<file path="src/rtl/pwm_bank_pkg.sv">
// Shared constants, FSM state type and latency helper for the pwm_bank PWM block.
package pwm_bank_pkg;

  localparam logic [3:0] ADDR_TOP     = 4'hF;
  localparam int         DUTY_MAX     = 100;
  localparam int         CONV_MUL_CYC = 7;

  typedef enum logic [1:0] {
    IDLE,
    CONV,
    COMMIT,
    NEXT_CH
  } state_t;

  // Clocks from an accepted duty write until the write port is free again.
  function automatic int CONV_LAT(int cnt_w);
    return cnt_w + 14;
  endfunction

endpackage

</file>
<file path="src/rtl/pwm_bank_if.sv">
// Register write port of pwm_bank: duty percent or TOP writes over valid/ready.
interface pwm_bank_if #(parameter int CNT_W = 16);

  logic             wr_valid;
  logic             wr_ready;
  logic [3:0]       wr_addr;
  logic [CNT_W-1:0] wr_data;

  modport master (output wr_valid, wr_addr, wr_data, input wr_ready);
  modport slave  (input wr_valid, wr_addr, wr_data, output wr_ready);

endinterface

</file>
<file path="src/rtl/pwm_duty_conv.sv">
// Sequential converter cmp = floor(top*duty/100): shift-add multiply whose first
// step happens on the start edge, then a restoring divide by 100 in place.
module pwm_duty_conv
  import pwm_bank_pkg::*;
#(
  parameter int CNT_W = 16
) (
  input  logic             clk,
  input  logic             rstn,
  input  logic             start,
  input  logic [CNT_W-1:0] top,
  input  logic [6:0]       duty,
  output logic             done,
  output logic [CNT_W-1:0] cmp
);

  localparam int PW = CNT_W + 7;
  localparam int CW = $clog2(PW);

  logic          busy;
  logic          div_phase;
  logic [CW-1:0] cnt;
  logic [PW-1:0] acc;
  logic [PW-1:0] mcand;
  logic [5:0]    mplier;
  logic [6:0]    rem;
  logic [7:0]    trial;

  // done marks the cycle whose closing edge shifts in the last quotient bit.
  assign trial = {rem, acc[PW-1]};
  assign done  = busy && div_phase && (cnt == '0);
  assign cmp   = acc[CNT_W-1:0];

  always_ff @(posedge clk) begin
    if (!rstn) begin
      busy      <= 1'b0;
      div_phase <= 1'b0;
      cnt       <= '0;
      acc       <= '0;
      mcand     <= '0;
      mplier    <= '0;
      rem       <= '0;
    end else if (start) begin
      busy      <= 1'b1;
      div_phase <= 1'b0;
      cnt       <= CW'(CONV_MUL_CYC - 2);
      acc       <= duty[0] ? PW'(top) : '0;
      mcand     <= PW'(top) << 1;
      mplier    <= duty[6:1];
      rem       <= '0;
    end else if (busy && !div_phase) begin
      if (mplier[0]) acc <= acc + mcand;
      mcand  <= mcand << 1;
      mplier <= mplier >> 1;
      if (cnt == '0) begin
        div_phase <= 1'b1;
        cnt       <= CW'(PW - 1);
      end else begin
        cnt <= cnt - 1'b1;
      end
    end else if (busy) begin
      // The dividend shifts out of acc MSB-first while quotient bits enter at the LSB.
      if (trial >= 8'(DUTY_MAX)) begin
        rem <= 7'(trial - 8'(DUTY_MAX));
        acc <= {acc[PW-2:0], 1'b1};
      end else begin
        rem <= trial[6:0];
        acc <= {acc[PW-2:0], 1'b0};
      end
      if (cnt == '0) busy <= 1'b0;
      else           cnt  <= cnt - 1'b1;
    end
  end

endmodule

</file>
<file path="src/rtl/pwm_bank.sv">
// NUM_CH centered PWM outputs from one up/down counter with double-buffered TOP/compare.
// Optional PWM_READBACK_EN adds a registered rd_addr/rd_data readback port.
module pwm_bank
  import pwm_bank_pkg::*;
#(
  parameter int NUM_CH   = 4,
  parameter int CNT_W    = 16,
  parameter int TOP_DEF  = 100,
  parameter int TICK_DIV = 1
) (
  input  logic              clk,
  input  logic              rstn,
  pwm_bank_if.slave         wr,
  output logic [NUM_CH-1:0] pwm_o,
  output logic              period_start_o,
  output logic [CNT_W-1:0]  top_o
`ifdef PWM_READBACK_EN
  ,
  input  logic [3:0]        rd_addr,
  output logic [CNT_W-1:0]  rd_data
`endif
);

  localparam int PSW = (TICK_DIV > 1) ? $clog2(TICK_DIV) : 1;

  logic [PSW-1:0]   presc;
  logic             tick;
  logic [CNT_W-1:0] cnt;
  logic             dir_down;
  logic             valley;
  logic [CNT_W-1:0] shadow_top, active_top;
  logic [CNT_W-1:0] shadow_cmp [NUM_CH];
  logic [CNT_W-1:0] active_cmp [NUM_CH];
  logic [6:0]       duty [NUM_CH];
  state_t           state, state_nx;
  logic [3:0]       cur_ch, sel;
  logic             reconv;
  logic             accept, is_ch, is_top, ready, commit;
  logic [6:0]       duty_clamp;
  logic [CNT_W-1:0] top_clamp;
  logic             conv_start, conv_done;
  logic [CNT_W-1:0] conv_top, conv_cmp;
  logic [6:0]       conv_duty;

  assign tick       = (presc == PSW'(TICK_DIV - 1));
  assign valley     = tick && dir_down && (cnt == '0);
  assign top_o      = active_top;
  assign accept     = (state == IDLE) && wr.wr_valid;
  assign is_ch      = (wr.wr_addr < 4'(NUM_CH));
  assign is_top     = (wr.wr_addr == ADDR_TOP);
  assign duty_clamp = (wr.wr_data > CNT_W'(DUTY_MAX)) ? 7'(DUTY_MAX) : wr.wr_data[6:0];
  assign top_clamp  = (wr.wr_data < CNT_W'(2)) ? CNT_W'(2) : wr.wr_data;
  assign wr.wr_ready = ready;

  // Endpoints 0 and TOP-1 are each held for one extra tick while direction flips.
  always_ff @(posedge clk) begin
    if (!rstn) begin
      presc    <= '0;
      cnt      <= '0;
      dir_down <= 1'b0;
    end else begin
      presc <= tick ? '0 : presc + 1'b1;
      if (tick) begin
        if (!dir_down) begin
          if (cnt == active_top - 1'b1) dir_down <= 1'b1;
          else                          cnt      <= cnt + 1'b1;
        end else begin
          if (cnt == '0) dir_down <= 1'b0;
          else           cnt      <= cnt - 1'b1;
        end
      end
    end
  end

  // Valley transfers are held off while a TOP reconversion is in flight.
  always_ff @(posedge clk) begin
    if (!rstn) begin
      active_top     <= CNT_W'(TOP_DEF);
      period_start_o <= 1'b0;
      pwm_o          <= '0;
      for (int i = 0; i < NUM_CH; i++) active_cmp[i] <= '0;
    end else begin
      period_start_o <= valley;
      if (valley && !reconv) begin
        active_top <= shadow_top;
        for (int i = 0; i < NUM_CH; i++) active_cmp[i] <= shadow_cmp[i];
      end
      for (int i = 0; i < NUM_CH; i++) pwm_o[i] <= (cnt < active_cmp[i]);
    end
  end

  always_ff @(posedge clk) begin
    if (!rstn) state <= IDLE;
    else       state <= state_nx;
  end

  always_comb begin
    state_nx = state;
    case (state)
      IDLE:    if (accept && (is_ch || is_top)) state_nx = CONV;
      CONV:    if (conv_done)
                 state_nx = (reconv && (cur_ch != 4'(NUM_CH - 1))) ? NEXT_CH : COMMIT;
      COMMIT:  state_nx = IDLE;
      NEXT_CH: state_nx = CONV;
      default: state_nx = IDLE;
    endcase
  end

  // NEXT_CH both commits the finished channel and launches the next one.
  always_comb begin
    ready      = (state == IDLE);
    conv_start = (accept && (is_ch || is_top)) || (state == NEXT_CH);
    conv_top   = ((state == IDLE) && is_top) ? top_clamp : shadow_top;
    sel        = (state == NEXT_CH) ? cur_ch + 4'd1 : 4'd0;
    conv_duty  = '0;
    for (int i = 0; i < NUM_CH; i++) if (sel == 4'(i)) conv_duty = duty[i];
    if ((state == IDLE) && is_ch) conv_duty = duty_clamp;
    commit     = (state == COMMIT) || (state == NEXT_CH);
  end

  always_ff @(posedge clk) begin
    if (!rstn) begin
      shadow_top <= CNT_W'(TOP_DEF);
      cur_ch     <= '0;
      reconv     <= 1'b0;
      for (int i = 0; i < NUM_CH; i++) begin
        duty[i]       <= '0;
        shadow_cmp[i] <= '0;
      end
    end else begin
      if (accept && is_ch) begin
        for (int i = 0; i < NUM_CH; i++) if (wr.wr_addr == 4'(i)) duty[i] <= duty_clamp;
        cur_ch <= wr.wr_addr;
        reconv <= 1'b0;
      end
      if (accept && is_top) begin
        shadow_top <= top_clamp;
        cur_ch     <= '0;
        reconv     <= 1'b1;
      end
      if (commit)
        for (int i = 0; i < NUM_CH; i++) if (cur_ch == 4'(i)) shadow_cmp[i] <= conv_cmp;
      if (state == NEXT_CH) cur_ch <= cur_ch + 4'd1;
      if (state == COMMIT)  reconv <= 1'b0;
    end
  end

  pwm_duty_conv #(.CNT_W(CNT_W)) u_conv (
    .clk   (clk),
    .rstn  (rstn),
    .start (conv_start),
    .top   (conv_top),
    .duty  (conv_duty),
    .done  (conv_done),
    .cmp   (conv_cmp)
  );

`ifdef PWM_READBACK_EN
  always_ff @(posedge clk) begin
    if (!rstn) begin
      rd_data <= '0;
    end else begin
      rd_data <= '0;
      for (int i = 0; i < NUM_CH; i++) if (rd_addr == 4'(i)) rd_data <= CNT_W'(duty[i]);
      if (rd_addr == ADDR_TOP) rd_data <= active_top;
    end
  end
`endif

endmodule

</file>
<file path="src/flat_wrapper.sv">
// flat-port wrapper written by rule: the top's interface ports become plain ports
module pwm_bank_flat import pwm_bank_pkg::*;
#(
  parameter int NUM_CH   = 4,
  parameter int CNT_W    = 16,
  parameter int TOP_DEF  = 100,
  parameter int TICK_DIV = 1
)
  (clk, rstn, pwm_o, period_start_o, top_o, wr_wr_valid, wr_wr_addr, wr_wr_data, wr_wr_ready);
  pwm_bank_if #(.CNT_W(CNT_W)) wr_i ();
  input  logic clk;
  input  logic rstn;
  output logic [NUM_CH-1:0] pwm_o;
  output logic period_start_o;
  output logic [CNT_W-1:0] top_o;
  input wire logic [$bits(wr_i.wr_valid)-1:0] wr_wr_valid;
  input wire logic [$bits(wr_i.wr_addr)-1:0] wr_wr_addr;
  input wire logic [$bits(wr_i.wr_data)-1:0] wr_wr_data;
  output wire logic [$bits(wr_i.wr_ready)-1:0] wr_wr_ready;
  assign wr_i.wr_valid = wr_wr_valid;
  assign wr_i.wr_addr = wr_wr_addr;
  assign wr_i.wr_data = wr_wr_data;
  assign wr_wr_ready = wr_i.wr_ready;
  pwm_bank #(.NUM_CH(NUM_CH), .CNT_W(CNT_W), .TOP_DEF(TOP_DEF), .TICK_DIV(TICK_DIV)) u_core (.clk(clk), .rstn(rstn), .wr(wr_i), .pwm_o(pwm_o), .period_start_o(period_start_o), .top_o(top_o));
endmodule
</file>
<file path="config.mk">
export PLATFORM = sky130hd
export DESIGN_NAME = pwm_bank_flat
export DESIGN_NICKNAME = d
export VERILOG_FILES = /design/src/rtl/pwm_bank_pkg.sv /design/src/rtl/pwm_bank_if.sv /design/src/rtl/pwm_duty_conv.sv /design/src/rtl/pwm_bank.sv /design/src/flat_wrapper.sv
export SDC_FILE = /design/constraint.sdc
export NUM_CORES = 1
export LEC_CHECK = 0
export CAP_MARGIN = 20
export CORE_MARGIN = 2
export CORE_UTILIZATION = 46
export DETAILED_ROUTE_END_ITERATION = 10
export HOLD_SLACK_MARGIN = 0.05
export SLEW_MARGIN = 15
export SYNTH_ARGS = -nofsm -noshare
export SYNTH_HDL_FRONTEND = slang
export SYNTH_HIERARCHICAL = 1
export SYNTH_SLANG_ARGS = --single-unit
</file>
<file path="constraint.sdc">
create_clock -name clk -period 10.7 [get_ports clk]
set_input_delay 3.21 -clock clk [delete_from_list [all_inputs] [get_ports clk]]
set_output_delay 3.21 -clock clk [all_outputs]
set_load 0.01 [all_outputs]
</file>
==> summary.md, run 1 <==
| Metric | Value |
|---|---|
| Setup TNS | 0 ns |
| Clock latency on the worst-skew pair | 0.51 ns |
| Tightest Hold Check Type | flip-flop to flip-flop |
| First-pass DRT Iterations | 8 |
| Port buffer count | 44 |
| Dpl hpwl | 25.95 mm |
| Die width | 188.4 um |
| First-pass GRT wire length | 61.62 mm |
| Gr usage total | 0.2160 |
| Distinct cells, synth | 88 |
| Initial antenna violation count | 0 |
| Placed cells | 2059 |
| Peak Freq | 0.1426 GHz |
| Mean Syn Cell Area | 9.514 um2 |
| Leakage | 6.974 nW |
| R2R setup slack | 6.57 ns |
| H-tree depth | 2 |
| Worst slew margin | 0.2924 |
| Cts hold-fix bufs | 0 |
| DRC | 0 |
| Yosys Warn Count | 6 |
| Starting density of the core | 0.4665 |
| Register area | 0.007227 mm2 |
| Post-CTS Setup Bufs | 0 |
| Max-slew violations | 0 |
| Core footprint | 0.03353 mm2 |
| Syn Nets | 1772 |
| Fin crit period | 7.011 ns |
| Setup crit end kind | flip-flop |
| Overflow after GRT | 0 |
| Critical path data required time | 11.13 ns |
| Least-Margin Pin Slew | 1.060 ns |
| Area occupied by multi-input gates | 0.007699 mm2 |
| Final Instance Count excl. Fillers | 2120 |
| Synth Cell Area | 0.01564 mm2 |
| Initial DRC count | 848 |
| Final setup vio count | 0 |
| Fin. Hold Viols | 0 |
| Critical Path Start Type | input port |
| Fin nets | 1775 |
| DR WL/cell | 18.09 um |
| Top FF cell, synth | edfxtp_1 |
| Post-CTS resize count | 0 |
| Min Hold Slack | 0.4529 ns |
| CTS clock-pin slew for the worst setup and hold paths | 0.06 ns |
| Post-Synthesis Cells | 1644 |
| Layout area overhead | 11.66% |
| Routability cong. | 0.8776 |
| IO Pins | 45 |
| Synth async-reset ratio | 0 |
| Bufs on Longest Clock Path | 3 |
| # clock sinks | 283 |
| Cell row count | 67 |
| Num CTS Buffers | 34 |
| Status | finished clean |
| Maximum vdd ir drop | 0.1411 mV |
| CTS tree | built |
| RSZ-0062 raised after global routing | false |
| Crit-path max FO | 67 |
| Largest net degree at the start of global routing | 80 |
| Commonest cells after routing, fill and taps aside | nand2_1, edfxtp_1, a21oi_1, nor2_1, dfxtp_1 |
| Share of cells above drive strength 1 | 0.06639 |
| Yosys reg bits | 283 |
| Fillers | 3076 |
| Die area | 0.03549 mm2 |
| Vias/cell | 5.590 |
| Final Cycle Share | 0.6553 |
| CP Class | input port to flip-flop |
| Most common cell after layout, fill and taps aside | nand2_1 |
| WL final | 38.35 mm |
| Clock Tree Root | clkbuf_16 |
| Vias in the first global route | 11330 |
| Total vias in the final route | 11850 |
| WP data arrival | 7.44 ns |
| Post-synth EDFFs | 156 |
| Max-Cap Viols | 0 |
| Skew final | 0.01097 ns |
| Post-route ant nets | 0 |
| # diodes | 0 |
| Die Span Y | 188.4 um |
| Post-synthesis sequential area ratio | 0.4620 |
| Cell Pwr Density | 146.6 mW/mm2 |
## flip-flops by register name, summed over array words and instances, names as in the netlist, 2 cells and up
signal,count
u_core/u_conv/rem,7
u_core/u_conv/mplier,6
u_core/u_conv/acc,23
u_core/shadow_top,16
u_core/u_conv/mcand,22
u_core/active_cmp,64
u_core/cur_ch,4
u_core/cnt,16
u_core/state,2
u_core/top_o,16
u_core/shadow_cmp,64
u_core/pwm_o,4
u_core/duty,28
u_core/u_conv/cnt,5
## cell type report
cell class	count	area share
flip-flops and latches	283	0.4138
multi-input cells	1185	0.4408
repair buffers	57	0.03052
clock buffers	53	0.05860
clock inverters	8	0.005731
well taps	448	0.03209
inverters	86	0.01848
## critical path: stages
cell	delay, ns
clkdlybuf4s50_1	0.58
nand2_1	0.14
nor4_2	0.15
buf_4	0.30
nand2_1	0.47
and3_1	0.41
inv_2	0.76
nand2b_1	0.72
o21ai_0	0.25
nor4_1	0.22
mux2i_1	0.12
o21ai_1	0.08
## logic make-up after synthesis
logic type,after synthesis,share of synthesized area
XOR/XNOR,48,0.02688
AND/OR/NAND/NOR,633,0.2026
flip-flops,283,0.4620
other,1,0.0002398
buffers and inverters,176,0.04752
AO/OA/AOI/OAI,355,0.1470
multiplexers,43,0.02872
adder cells (fa/ha/maj),105,0.08495
## final timing paths
path	start	to	cells after the start
worst max register to register	u_core/state[1]$_SDFFE_PN0P_	u_core/u_conv/acc[14]$_SDFFE_PN0P_	10
worst max-delay path	wr_wr_addr[1]	u_core/u_conv/acc[14]$_SDFFE_PN0P_	12
worst min-delay path	u_core/u_conv/rem[6]$_SDFFE_PP0P_	u_core/u_conv/rem[6]$_SDFFE_PP0P_	2
worst min register to register	u_core/u_conv/rem[6]$_SDFFE_PP0P_	u_core/u_conv/rem[6]$_SDFFE_PP0P_	2
## per-stage QoR
stage | total power, W | setup slack [ns] | instance area, um2 | utilization
floorplan | 0.001371 | 4.007 | 15640 | -
global placement | 0.001432 | 3.359 | 16340 | 0.4872
detailed placement | 0.001435 | 3.228 | 16340 | 0.4874
CTS | 0.002587 | 3.753 | 17470 | 0.5209
global route | 0.002658 | 3.277 | 17470 | 0.5209
finish | 0.002561 | 3.689 | 17470 | 0.5209
## Yosys cell counts (23+ instances only)
cell type	number	area (um2)
and3_1	77	481.7
inv_1	85	319.1
nand2_1	190	713.2
and2_1	78	488.0
nor2_1	133	499.2
o21ai_0	56	280.3
nand3_1	23	115.1
ha_1	103	1289
edfxtp_1	156	4684
nor2b_1	30	187.7
clkbuf_1	62	232.7
mux2i_1	28	280.3
xnor2_1	30	262.8
nor3_1	29	145.1
dfxtp_1	127	2542
a21oi_1	134	670.6
## report_power, final
group | total, W | switching [W] | internal, W
sequential | 0.00121 | 0.0000336 | 0.00118
combinational | 0.000198 | 0.000127 | 0.0000711
clock | 0.00115 | 0.000441 | 0.000707
## routing by layer
metal,up-vias,wire length (um),global-route usage
li1,5908,-,-
met1,5642,17560,0.2837
met2,236,18400,0.3755
met3,64,1459,0.02459
met4,0,923,0.06430
met5,-,0,0
Power figures use the tool's default switching activity.
==> run 2: changes to the inputs <==
==> constraint.sdc (replaced) <==
create_clock -name clk -period 7 [get_ports clk]
set_input_delay 2.1 -clock clk [delete_from_list [all_inputs] [get_ports clk]]
set_output_delay 2.1 -clock clk [all_outputs]
set_load 0.01 [all_outputs]
==> summary.md, run 2 (synthesized netlist as in run 1, its figures left out) <==
| Metric | Value |
|---|---|
| Status | finished clean (unchanged) |
| Die Span Y | 188.4 um (unchanged) |
| Skew final | 0.01316 ns (was 0.01097 ns) |
| Initial antenna violation count | 0 (unchanged) |
| Worst slew margin | 0.2141 (was 0.2924) |
| Core Util, Final | 0.5173 (was 0.5209) |
| Share of cells above drive strength 1 | 0.06351 (was 0.06639) |
| CTS tree | built (unchanged) |
| Cell Pwr Density | 217.7 mW/mm2 (was 146.6 mW/mm2) |
| Port buffer count | 44 (unchanged) |
| First-pass GRT wire length | 61.82 mm (was 61.62 mm) |
| Vias in the first global route | 11550 (was 11330) |
| Max-slew violations | 0 (unchanged) |
| CP Class | input port to flip-flop (unchanged) |
| Post-CTS Setup Bufs | 0 (unchanged) |
| Sw frac | 0.2402 (was 0.2350) |
| Vias/cell | 5.586 (was 5.590) |
| Biggest regs | u_core/active_cmp: 64 flops, u_core/shadow_cmp: 64 flops, u_core/duty: 28 flops (unchanged) |
| Tot Pwr | 0.003776 W (was 0.002561 W) |
| DRC | 0 (unchanged) |
| Slowest cell on crit path | nand2b_1 (was inv_2) |
| CTS clock-pin slew for the worst setup and hold paths | 0.06 ns (about the same) |
| WP data arrival | 6.02 ns (was 7.44 ns) |
| Peak Freq | 0.1812 GHz |
| Commonest cells after routing, fill and taps aside | nand2_1, edfxtp_1, a21oi_1, nor2_1, dfxtp_1 (unchanged) |
| Dpl hpwl | 26.30 mm (was 25.95 mm) |
| Starting density of the core | 0.4665 (unchanged) |
| Least-Margin Pin Slew | 1.167 ns (was 1.060 ns) |
| Tightest Hold Check Type | flip-flop to flip-flop (unchanged) |
| Max incr delay on CP | 0.71 ns (was 0.76 ns) |
| Gr usage total | 0.2157 (was 0.2160) |
| Maximum vdd ir drop | 0.1884 mV (was 0.1411 mV) |
| Leakage | 6.921 nW (was 6.974 nW) |
| Ordered list of cells on the worst path | clkdlybuf4s50_1, nand2_1, nor4_2, buf_4, nand2_1, and3_1, inv_2, nand2b_1, o21ai_0, nor4_1, a211o_1 (was clkdlybuf4s50_1, nand2_1, nor4_2, buf_4, nand2_1, and3_1, inv_2, nand2b_1, o21ai_0, nor4_1, mux2i_1, o21ai_1) |
| Final setup vio count | 0 (unchanged) |
| Final Cycle Share | 0.7885 |
| Clock latency on the worst-skew pair | 0.56 ns (was 0.51 ns) |
| P_sw | 0.0009072 W (was 0.0006019 W) |
| Setup crit end kind | flip-flop (unchanged) |
| RSZ-0062 raised after global routing | false (unchanged) |
| Clock Tree Root | clkbuf_16 (unchanged) |
| Worst path buffer plus inverter count | 3 (unchanged) |
| Die width | 188.4 um (unchanged) |
| Largest delay share family, worst path | simple AND/OR/NAND/NOR gates (unchanged) |
| Critical Path Start Type | input port (unchanged) |
| Initial DRC count | 650 (was 848) |
| Int Pwr | 0.002869 W (was 0.001959 W) |
| Cell row count | 67 (unchanged) |
| Clock share of power | 0.427 (was 0.448) |
| Total vias in the final route | 11830 (was 11850) |
| Setup TNS | 0 ns (unchanged) |
| Fin crit period | 5.520 ns |
| Critical Path Most Common Cell | nand2_1 (unchanged) |
| Reg power frac | 0.492 (was 0.474) |
| Routability cong. | 0.8593 (was 0.8776) |
| Most common cell after layout, fill and taps aside | nand2_1 (unchanged) |
| First-pass DRT Iterations | 5 (was 8) |
| Largest net degree at the start of global routing | 79 (was 80) |
| Fin nets | 1773 (was 1775) |
| Cts hold-fix bufs | 0 (unchanged) |
| Final Instance Count excl. Fillers | 2117 (was 2120) |
| Overflow after GRT | 0 (unchanged) |
| Num CTS Buffers | 31 (was 34) |
| Core footprint | 0.03353 mm2 (unchanged) |
| Placed cells | 2060 (was 2059) |
| Post-CTS resize count | 0 (unchanged) |
| # diodes | 0 (unchanged) |
| IO Pins | 45 (unchanged) |
| Crit-path max FO | 34 (was 67) |
| Critical path data required time | 7.50 ns (was 11.13 ns) |
| Post-route ant nets | 0 (unchanged) |
| Fin. Hold Viols | 0 (unchanged) |
| H-tree depth | 1 (was 2) |
| Max-Cap Viols | 0 (unchanged) |
| WL final | 38.30 mm (was 38.35 mm) |
| Bufs on Longest Clock Path | 3 (unchanged) |
| Layout area overhead | 10.90% (was 11.66%) |
| # clock sinks | 283 (unchanged) |
| Combinational share of power | 0.081 (was 0.077) |
| DR WL/cell | 18.09 um (about the same) |
| Die area | 0.03549 mm2 (unchanged) |
==> run 2: changes by cell type in the layout (fill, tap and decap cells not counted), sizes merged <==
| cell | change |
|---|---|
| buf | +1 |
| inv | -2 |
| clkbuf | -16 |
| clkinv | +12 |
| bufinv | +2 |
==> run 2: layout make-up <==
cell class              instances  area, um2
flip-flops and latches        283       7227
repair buffers                 58      543.0
clock inverters                20      196.4
multi-input cells            1185       7699
clock buffers                  37      798.3
inverters                      86      322.8
fillers                      3086      16190
well taps                     448      560.5
==> run 2: routing by layer <==
metal,vias up,part of all wire,wire length [um],GRT usage
met5,-,0,0,0
li1,5889,-,-,-
met1,5676,0.45,17230,0.2818
met2,204,0.49,18620,0.3789
met3,57,0.035,1325,0.02216
met4,0,0.029,1121,0.06370
==> run 2: metrics by stage <==
step	setup slack, ns	instance area, um2	hold slack (ns)
finish	1.480	17350	0.4566
global route	1.094	17350	0.4925
floorplan	0.8096	15640	0.4285
detailed placement	0.9953	16350	0.4559
global placement	1.092	16350	0.4395
CTS	1.579	17350	0.4634
==> run 2: path summary, 6_finish.rpt <==
check	from	to	slack, ns	cells past startpoint
worst max-delay path	wr_wr_addr[1]	u_core/u_conv/acc[20]$_SDFFE_PN0P_	1.48	11
worst min-delay path	u_core/u_conv/rem[6]$_SDFFE_PP0P_	u_core/u_conv/rem[6]$_SDFFE_PP0P_	0.46	2
worst max register to register	u_core/cur_ch[0]$_SDFFE_PN0P_	u_core/u_conv/acc[15]$_SDFFE_PN0P_	2.82	12
worst min register to register	u_core/u_conv/rem[6]$_SDFFE_PP0P_	u_core/u_conv/rem[6]$_SDFFE_PP0P_	0.46	2
==> run 2: worst register-to-register path, stage by stage (launching register included) <==
cell	delay, ns
dfxtp_1	0.58
ha_1	0.38
and2_1	0.17
a21oi_1	0.07
o21a_1	0.20
nand2b_1	0.16
nor3_1	0.79
a222oi_1	0.18
a31oi_1	0.39
and2_1	0.62
a221o_1	0.30
o221a_2	0.19
o21a_1	0.10
==> run 2: power by group through the flow <==
stage               sequential (W)  combinational (W)  clock [W]
global route               0.00186           0.000344    0.00172
detailed placement         0.00189           0.000304          0
CTS                        0.00186           0.000305    0.00165
global placement           0.00189           0.000298          0
floorplan                  0.00187           0.000228          0
finish                     0.00186           0.000305    0.00161
==> run 3: changes to the inputs <==
==> constraint.sdc (replaced) <==
create_clock -name clk -period 4.86 [get_ports clk]
set_input_delay 1.458 -clock clk [delete_from_list [all_inputs] [get_ports clk]]
set_output_delay 1.458 -clock clk [all_outputs]
set_load 0.01 [all_outputs]
==> summary.md, run 3 (synthesized netlist as in run 1, its figures left out) <==
| Metric | Value |
|---|---|
| Status | finished clean (unchanged) |
| # clock sinks | 283 (unchanged) |
| First-pass GRT wire length | 61.97 mm (was 61.82 mm) |
| Hold path start | u_core/u_conv/rem[6]$_SDFFE_PP0P_ (unchanged) |
| Starting density of the core | 0.4665 (unchanged) |
| Int Pwr | 0.004170 W (was 0.002869 W) |
| # diodes | 0 (unchanged) |
| WP data arrival | 4.24 ns (was 6.02 ns) |
| Port buffer count | 44 (unchanged) |
| Tightest Hold Check Type | flip-flop to flip-flop (unchanged) |
| Routability cong. | 0.8513 (was 0.8593) |
| Worst path buffer plus inverter count | 4 (was 3) |
| Min Hold Slack | 0.4577 ns (was 0.4566 ns) |
| Leakage | 6.987 nW (was 6.921 nW) |
| P_sw | 0.001289 W (was 0.0009072 W) |
| First-pass DRT Iterations | 7 (was 5) |
| Commonest cells after routing, fill and taps aside | nand2_1, edfxtp_1, a21oi_1, nor2_1, dfxtp_1 (unchanged) |
| Slowest cell on crit path | clkdlybuf4s50_1 (was nand2b_1) |
| Largest delay share family, worst path | buffers and inverters (was simple AND/OR/NAND/NOR gates) |
| Skew final | 0.02041 ns (was 0.01316 ns) |
| Critical path data required time | 5.30 ns (was 7.50 ns) |
| CP Class | input port to flip-flop (unchanged) |
| Core footprint | 0.03353 mm2 (unchanged) |
| Die area | 0.03549 mm2 (unchanged) |
| CTS clock-pin slew for the worst setup and hold paths | 0.06 ns (about the same) |
| Worst slew margin | 0.3417 (was 0.2141) |
| Cell row count | 67 (unchanged) |
| Initial DRC count | 777 (was 650) |
| Post-CTS Setup Bufs | 0 (unchanged) |
| Fin nets | 1784 (was 1773) |
| Total vias in the final route | 11920 (was 11830) |
| Crit-path max FO | 20 (was 34) |
| CTS tree | built (unchanged) |
| R2r startpoint | u_core/cur_ch[0]$_SDFFE_PN0P_ (unchanged) |
| Hold path endpoint | u_core/u_conv/rem[6]$_SDFFE_PP0P_ (unchanged) |
| Worst Reg-to-Reg Cells | 13 (was 12) |
| Most common cell after layout, fill and taps aside | nand2_1 (unchanged) |
| Die Span Y | 188.4 um (unchanged) |
| H-tree depth | 1 (unchanged) |
| WL final | 38.23 mm (was 38.30 mm) |
| Setup TNS | 0 ns (unchanged) |
| Fillers | 3121 (was 3086) |
| Overflow after GRT | 0 (unchanged) |
| Sw frac | 0.2361 (was 0.2402) |
| Final Cycle Share | 0.7809 |
| Fin crit period | 3.795 ns |
| Cell Pwr Density | 312.7 mW/mm2 (was 217.7 mW/mm2) |
| Gr usage total | 0.2164 (was 0.2157) |
| Biggest regs | u_core/active_cmp: 64 flops, u_core/shadow_cmp: 64 flops, u_core/duty: 28 flops (unchanged) |
| Vias/cell | 5.600 (was 5.586) |
| Final setup vio count | 0 (unchanged) |
| Num CTS Buffers | 31 (unchanged) |
| Bufs on Longest Clock Path | 3 (unchanged) |
| Post-route ant nets | 0 (unchanged) |
| Maximum vdd ir drop | 0.3034 mV (was 0.1884 mV) |
| WHS Path Cells | 2 (unchanged) |
| Clock latency on the worst-skew pair | 0.56 ns (about the same) |
| Die width | 188.4 um (unchanged) |
| Largest net degree at the start of global routing | 74 (was 79) |
| Max-Cap Viols | 0 (unchanged) |
| Critical Path Start Type | input port (unchanged) |
| Least-Margin Pin Slew | 0.9838 ns (was 1.167 ns) |
| Peak Freq | 0.2635 GHz |
| Critical Path Most Common Cell | nand2_1 (unchanged) |
| RSZ-0062 raised after global routing | false (unchanged) |
| Max-slew violations | 0 (unchanged) |
| DR WL/cell | 17.96 um (was 18.09 um) |
| Combinational share of power | 0.081 (about the same) |
| Post-CTS resize count | 0 (unchanged) |
| Setup crit end kind | flip-flop (unchanged) |
| Ordered list of cells on the worst path | clkdlybuf4s50_1, nand2_1, nor4_2, nand2_1, and3_1, inv_2, buf_4, nand2b_1, buf_4, nor2_1, o21ai_1, nor3_1, o21bai_1, nand2_1 (was clkdlybuf4s50_1, nand2_1, nor4_2, buf_4, nand2_1, and3_1, inv_2, nand2b_1, o21ai_0, nor4_1, a211o_1) |
| Layout area overhead | 11.60% (was 10.90%) |
| Fin. Hold Viols | 0 (unchanged) |
| Clock share of power | 0.429 (was 0.427) |
| Share of cells above drive strength 1 | 0.06960 (was 0.06351) |
| Clock Tree Root | clkbuf_16 (unchanged) |
| Initial antenna violation count | 0 (unchanged) |
| R2R setup slack | 1.26 ns (was 2.82 ns) |
| Core Util, Final | 0.5206 (was 0.5173) |
| Max incr delay on CP | 0.58 ns (was 0.71 ns) |
| Reg power frac | 0.490 (was 0.492) |
| IO Pins | 45 (unchanged) |
| Vias in the first global route | 11480 (was 11550) |
| DRC | 0 (unchanged) |
| Cts hold-fix bufs | 0 (unchanged) |
| Reg2reg end | u_core/u_conv/acc[1]$_SDFFE_PN0P_ (was u_core/u_conv/acc[15]$_SDFFE_PN0P_) |
| Dpl hpwl | 26.85 mm (was 26.30 mm) |
## run 3: cell count changes in the layout (fill, tap and decap cells not counted), sizes merged
cell	change
buf	+11
bufinv	-1
clkbuf	+9
clkinv	-7
clkinvlp	-1
inv	+1
## run 3: routing by layer
| layer | global-route usage | vias up | part of all wire |
|---|---|---|---|
| met2 | 0.3696 | 282 | 0.47 |
| met5 | 0 | - | 0 |
| met4 | 0.06851 | 0 | 0.031 |
| li1 | - | 5913 | - |
| met3 | 0.02105 | 69 | 0.040 |
| met1 | 0.2904 | 5659 | 0.46 |
## run 3: worst min-delay path, cell delays in order, from the launching register on
cell and delay (ns):
dfxtp_1 0.31, nand2_1 0.05, a21oi_1 0.05
## run 3: cell type report
cell class / count / area, um2 / area share
tap: 448 / 560.5 / 0.03211
multi-input combinational: 1185 / 7699 / 0.4410
timing repair buffer: 69 / 625.6 / 0.03584
inverter: 86 / 322.8 / 0.01849
clock buffer: 46 / 882.1 / 0.05053
sequential: 283 / 7227 / 0.4140
clock inverter: 12 / 138.9 / 0.007956
## run 3: worst max path at each step
stage / startpoint / endpoint / slack, ns / cells past startpoint
final: wr_wr_addr[1] / u_core/u_conv/acc[22]$_SDFFE_PN0P_ / 1.06 / 14
after global routing: wr_wr_addr[1] / u_core/u_conv/acc[22]$_SDFFE_PN0P_ / 0.89 / 14
after CTS: wr_wr_addr[1] / u_core/u_conv/acc[22]$_SDFFE_PN0P_ / 1.10 / 14
after detailed placement: wr_wr_addr[1] / u_core/u_conv/acc[22]$_SDFFE_PN0P_ / 0.52 / 14
after global placement: wr_wr_addr[1] / u_core/u_conv/acc[22]$_SDFFE_PN0P_ / 0.71 / 14
after floorplan: u_core/cnt[2]$_SDFFE_PN0P_ / u_core/active_cmp[0][0]$_SDFFCE_PN0P_ / 0.40 / 5
## run 3: stage by stage
stage / setup WS [ns] / total power, W / instance area, um2 / std cells
after floorplan: 0.3970 / 0.003016 / 15640 / 1644
after global placement: 0.7109 / 0.003159 / 16430 / 2071
after detailed placement: 0.5227 / 0.003169 / 16430 / 2071
after CTS: 1.103 / 0.005517 / 17460 / 2129
after global routing: 0.8885 / 0.005671 / 17460 / 2129
final: 1.065 / 0.005459 / 17460 / 2129
## run 3: power groups by stage
stage	Sequential (W)	Combinational [W]	Clock, W
2_1_floorplan	0.00269	0.000328	0
3_3_place_gp	0.00272	0.000435	0
3_5_place_dp	0.00273	0.000443	0
4_1_cts	0.00267	0.000445	0.00240
5_1_grt	0.00269	0.000497	0.00249
6_report	0.00267	0.000443	0.00234
==> RTL change 1, RTL diff (flow settings as in run 3) <==
Encoding of `state_t`: now one-hot (4 bits for 4 states).
--- a/src/rtl/pwm_bank_pkg.sv
+++ b/src/rtl/pwm_bank_pkg.sv
@@ -6,9 +6,9 @@
   localparam int         CONV_MUL_CYC = 7;
 
-  typedef enum logic [1:0] {
-    IDLE,
-    CONV,
-    COMMIT,
-    NEXT_CH
+  typedef enum logic [3:0] {
+    IDLE    = 4'b0001,
+    CONV    = 4'b0010,
+    COMMIT  = 4'b0100,
+    NEXT_CH = 4'b1000
   } state_t;
 
Formal check against the unedited RTL: same outputs for any inputs over 4 cycles, from zero or initial values and one cycle with rstn low; so few cycles prove little.
==> RTL change 1 against run 3 <==
Worst hold slack better by 8.2 ps. Cell area up 0.90%. Largest cell class unchanged. Die area is 0.88% higher. Largest power group unchanged. Area after synthesis rose by 0.90%. Clock skew decreased by 12 ps. Routed wire length is 2.4% higher. Setup slack better by 61 ps. Critical endpoint is now u_core/u_conv/acc[15]. Via count is 1.2% higher. Sequential cell count rose by 2. Highest routed layer unchanged. Combinational power is 76% higher. Total power grew 10%.
==> RTL change 1: results (changes against run 3) <==
- Number of diodes: 0 (unchanged)
- Post-placement setup slack: 662 ps (was 523 ps)
- Post-synthesis sequential area ratio: 0.460 (was 0.462)
- Overall track demand over capacity in global routing: 0.220 (was 0.216)
- Number of warnings reported in the yosys synthesis log: 6 (unchanged)
- Maximum count of clock buffers along a single path: 3 (unchanged)
- Peak fanout along the critical path: 7 (was 20)
- Fill count: 3,092 (was 3,121)
- IR Drop Worst-Case VDD: 0.295 mV (was 0.303 mV)
- Clock slew seen by the registers of the worst setup and hold paths: 60 ps (about the same)
- Gate family responsible for the most delay along the worst path: simple AND/OR/NAND/NOR gates (was buffers and inverters)
- Largest cells by area after synthesis: sky130_fd_sc_hd__edfxtp_1 (30%), sky130_fd_sc_hd__dfxtp_1 (16%), sky130_fd_sc_hd__ha_1 (8.2%) (unchanged)
- Largest net degree at the start of global routing: 66 (was 74)
- Average detailed-routed wire length per instance: 18.2 µm (was 18.0 µm)
- Number of distinct standard cells referenced by the synthesized netlist: 84 (was 88)
- Leading cell types by count after synthesis: sky130_fd_sc_hd__nand2_1 (234), sky130_fd_sc_hd__edfxtp_1 (156), sky130_fd_sc_hd__a21oi_1 (142) (was sky130_fd_sc_hd__nand2_1 (190), sky130_fd_sc_hd__edfxtp_1 (156), sky130_fd_sc_hd__a21oi_1 (134))
- Share of cells above drive strength 1: 0.0743 (was 0.0696)
- Share of flip-flops with an asynchronous set or reset after synthesis: 0 (unchanged)
- Longest individual stage delay on the worst path: 450 ps (was 580 ps)
- Outcome: finished clean (unchanged)
- Most instantiated library cell after synthesis: sky130_fd_sc_hd__nand2_1 (unchanged)
- Number of enable-type register cells in the synthesized netlist: 156 (unchanged)
- CTS Root Buffer Type: sky130_fd_sc_hd__clkbuf_16 (unchanged)
- Net count of the finished layout: 1,812 (was 1,784)
- Final RePlAce weighted congestion: 0.875 (was 0.851)
- Insertion delay to the later sink of the worst-skew pair: 510 ps (was 560 ps)
- Pre-antenna DRT Iters: 5 (was 7)
- Number of antenna violations at the first check in global routing: 0 (unchanged)
- Detail-routed via count per cell: 5.59 (was 5.60)
- Type of the worst min-delay path: reg2reg (unchanged)
- Relative slew slack: 0.444 (was 0.342)
- Top Registers: u_core/active_cmp (64), u_core/shadow_cmp (64), u_core/duty (28) (unchanged)
- Setup repair bufs after CTS: 0 (unchanged)
- Static Leakage: 7.14 nW (was 6.99 nW)
- Number of global-route vias before repair: 11,400 (was 11,500)
- Num CTS Buffers: 34 (was 31)
- CTS H-tree depth: 2 (was 1)
- Critical Path Slowest Stage Cell: sky130_fd_sc_hd__clkdlybuf4s50_1 (unchanged)
- # port buffers: 44 (unchanged)
- Flip-flop cell with the highest count after synthesis: sky130_fd_sc_hd__edfxtp_1 (unchanged)
- Drt initial violations: 765 (was 777)
- Worst clock skew: 8.56 ps (was 20.4 ps)
- Number of resized instances in the post-cts repair step: 0 (unchanged)
- Wire length of the first global-routing pass: 62,300 µm (was 62,000 µm)
- HPWL after DPL: 26,800 µm (was 26,900 µm)
## RTL change 1: area by class of cell
type / instances / area share
multi-input combinational: 1210 / 0.441
clock buffer: 48 / 0.0548
inverter: 83 / 0.0177
sequential: 285 / 0.413
timing repair buffer: 70 / 0.0359
clock inverter: 13 / 0.00568
tap: 448 / 0.0318
## RTL change 1: kinds of logic after synthesis
group,share of synthesized area
other cells,0.000238
xor+xnor,0.0255
mux,0.0213
fa+ha+maj,0.0842
buf+inv,0.0484
flops,0.460
compound gates,0.156
simple gates,0.204
## RTL change 1: worst paths after layout
kind	from	end	slack [ps]	cells past startpoint
min	u_core/u_conv/rem[6]	u_core/u_conv/rem[6]	470	2
min reg2reg	u_core/u_conv/rem[6]	u_core/u_conv/rem[6]	470	2
max	wr_wr_data[13]	u_core/u_conv/acc[15]	1130	10
max reg2reg	u_core/top_o[0]	u_core/cnt[12]	1340	10
## RTL change 1: worst reg2reg max path: cells and delay by family, from the launching register on
family                     cells  cell delay, ps
AOI/OAI and AO/OA              4             760
adders and majority gates      1             310
buffers and inverters          1             100
DFF                            1             420
and+or+nand+nor                4            1850
## RTL change 1: metal layers
layer	track usage	wire length, µm
met5	0	0
met4	0.0745	1110
met3	0.0263	1630
met2	0.378	18700
met1	0.288	17700
## RTL change 1: report_power, final
| group | switching, mW | internal (mW) |
|---|---|---|
| sequential | 0.131 | 2.65 |
| clock | 0.997 | 1.44 |
| combinational | 0.491 | 0.290 |
| total | 1.62 | 4.39 |
## RTL change 1: through the flow
stage               total power [mW]  cells  hold WS [ps]  instance area, µm²   util
global route                    6.27   2157           498               17600  0.523
floorplan                       3.37   1672           428               15800      -
CTS                             6.06   2157           462               17600  0.523
finish                          6.01   2157           466               17600  0.523
global placement                3.61   2096           446               16500  0.491
detailed placement              3.62   2096           456               16500  0.491
==> RTL change 2, RTL diff (config.mk and constraints of run 3) <==
Without the edit above. `NUM_CH` is set to 4 in 2 places; all go to 8.
--- a/src/rtl/pwm_bank.sv
+++ b/src/rtl/pwm_bank.sv
@@ -4,5 +4,5 @@
   import pwm_bank_pkg::*;
 #(
-  parameter int NUM_CH   = 4,
+  parameter int NUM_CH   = 8,
   parameter int CNT_W    = 16,
   parameter int TOP_DEF  = 100,
--- a/src/flat_wrapper.sv
+++ b/src/flat_wrapper.sv
@@ -2,5 +2,5 @@
 module pwm_bank_flat import pwm_bank_pkg::*;
 #(
-  parameter int NUM_CH   = 4,
+  parameter int NUM_CH   = 8,
   parameter int CNT_W    = 16,
   parameter int TOP_DEF  = 100,
Ports: changed (resized pwm_o); port bits go from 45 to 49. The function was not compared with the original's and may differ.
==> RTL change 2 against run 3 <==
Utilization is 0.13 points lower. Setup slack worse by 5.8 ps. Die area is 47% higher. Cell area is 48% higher. Non-clock buffer count is 25 higher. Clock power is 59% higher. Sequential cell count is 160 higher. Register-to-register slack better by 170 ps. Worst hold slack worse by 0.76 ps. Total power is 59% higher. Area after synthesis is 48% higher. Combinational power is 55% higher. Routed wire length is 52% higher. Critical endpoint is now u_core/u_conv/acc[15]. Largest cell class is now flip-flops and latches.
==> RTL change 2: results (changes against run 3) <==
- Outcome: finished clean (unchanged)
- P_clk: 3.72 mW (was 2.34 mW)
- Combinational group share of total power: 0.079 (was 0.081)
- Peak fanout along the critical path: 7 (was 20)
- Wire length of the first global-routing pass: 90,700 µm (was 62,000 µm)
- Net count of the finished layout: 2,501 (was 1,784)
- Gate family responsible for the most delay along the worst path: simple AND/OR/NAND/NOR gates (was buffers and inverters)
- Combinational power: 685 µW (was 443 µW)
- Mean Syn Cell Area: 10.1 µm² (was 9.51 µm²)
- Worst Reg-to-Reg Cells: 11 (was 13)
- Largest cells by area after synthesis: sky130_fd_sc_hd__edfxtp_1 (41%), sky130_fd_sc_hd__dfxtp_1 (11%), sky130_fd_sc_hd__ha_1 (8.8%) (was sky130_fd_sc_hd__edfxtp_1 (30%), sky130_fd_sc_hd__dfxtp_1 (16%), sky130_fd_sc_hd__ha_1 (8.2%))
- Met3 WL post-DR: 3040 µm (was 1540 µm)
- Worst clock skew: 23.4 ps (was 20.4 ps)
- Drt initial violations: 1,191 (was 777)
- Overall track demand over capacity in global routing: 0.221 (was 0.216)
- Met1 Use GR: 0.295 (was 0.290)
- Number of distinct standard cells referenced by the synthesized netlist: 89 (was 88)
- Crit Reg-Reg Startpoint: u_core/top_o[0] (was u_core/cur_ch[0])
- Leading cell types by count after synthesis: sky130_fd_sc_hd__edfxtp_1 (312), sky130_fd_sc_hd__nand2_1 (271), sky130_fd_sc_hd__nor2_1 (236) (was sky130_fd_sc_hd__nand2_1 (190), sky130_fd_sc_hd__edfxtp_1 (156), sky130_fd_sc_hd__a21oi_1 (134))
- Worst-case register-to-register setup slack: 1430 ps (was 1260 ps)
- Fill count: 4,530 (was 3,121)
- Share of the synthesized area in compound gates (AO/OA/AOI/OAI): 0.124 (was 0.147)
- Via total after detailed routing: 16,900 (was 11,900)
- Number of enable-type register cells in the synthesized netlist: 312 (was 156)
- # port buffers: 48 (was 44)
- Post-placement setup slack: 505 ps (was 523 ps)
- Synthesized-area fraction occupied by adder cells: 0.0899 (was 0.0850)
- Detail-routed via count per cell: 5.58 (was 5.60)
- Min Hold Slack: 457 ps (was 458 ps)
- Cell count after placement: 2,936 (was 2,071)
- Post-layout min period: 3800 ps (about the same)
- IR Drop Worst-Case VDD: 0.242 mV (was 0.303 mV)
- Worst setup path startpoint: wr_wr_data[13] (was wr_wr_addr[1])
- Data arrival, critical path: 4310 ps (was 4240 ps)
## RTL change 2: cell types whose count changed in the layout (fill, tap and decap cells not counted), moves of 19 or more
| cell | delta |
|---|---|
| sky130_fd_sc_hd__edfxtp_1 | +156 |
| sky130_fd_sc_hd__nor2_1 | +103 |
| sky130_fd_sc_hd__inv_1 | +93 |
| sky130_fd_sc_hd__nand2_1 | +80 |
| sky130_fd_sc_hd__ha_1 | +60 |
| sky130_fd_sc_hd__a21o_1 | +35 |
| sky130_fd_sc_hd__and2_1 | -33 |
| sky130_fd_sc_hd__and3_1 | +24 |
| sky130_fd_sc_hd__nand3_1 | +19 |
## RTL change 2: final cells by class
class / count / area [µm²] / area share
Clock inverter: 19 / 236 / 0.00913
Inverter: 178 / 668 / 0.0258
Sequential cell: 443 / 12000 / 0.463
Tap cell: 672 / 841 / 0.0325
Clock buffer: 68 / 1370 / 0.0529
Multi-Input combinational cell: 1549 / 9930 / 0.384
Timing Repair Buffer: 94 / 852 / 0.0329
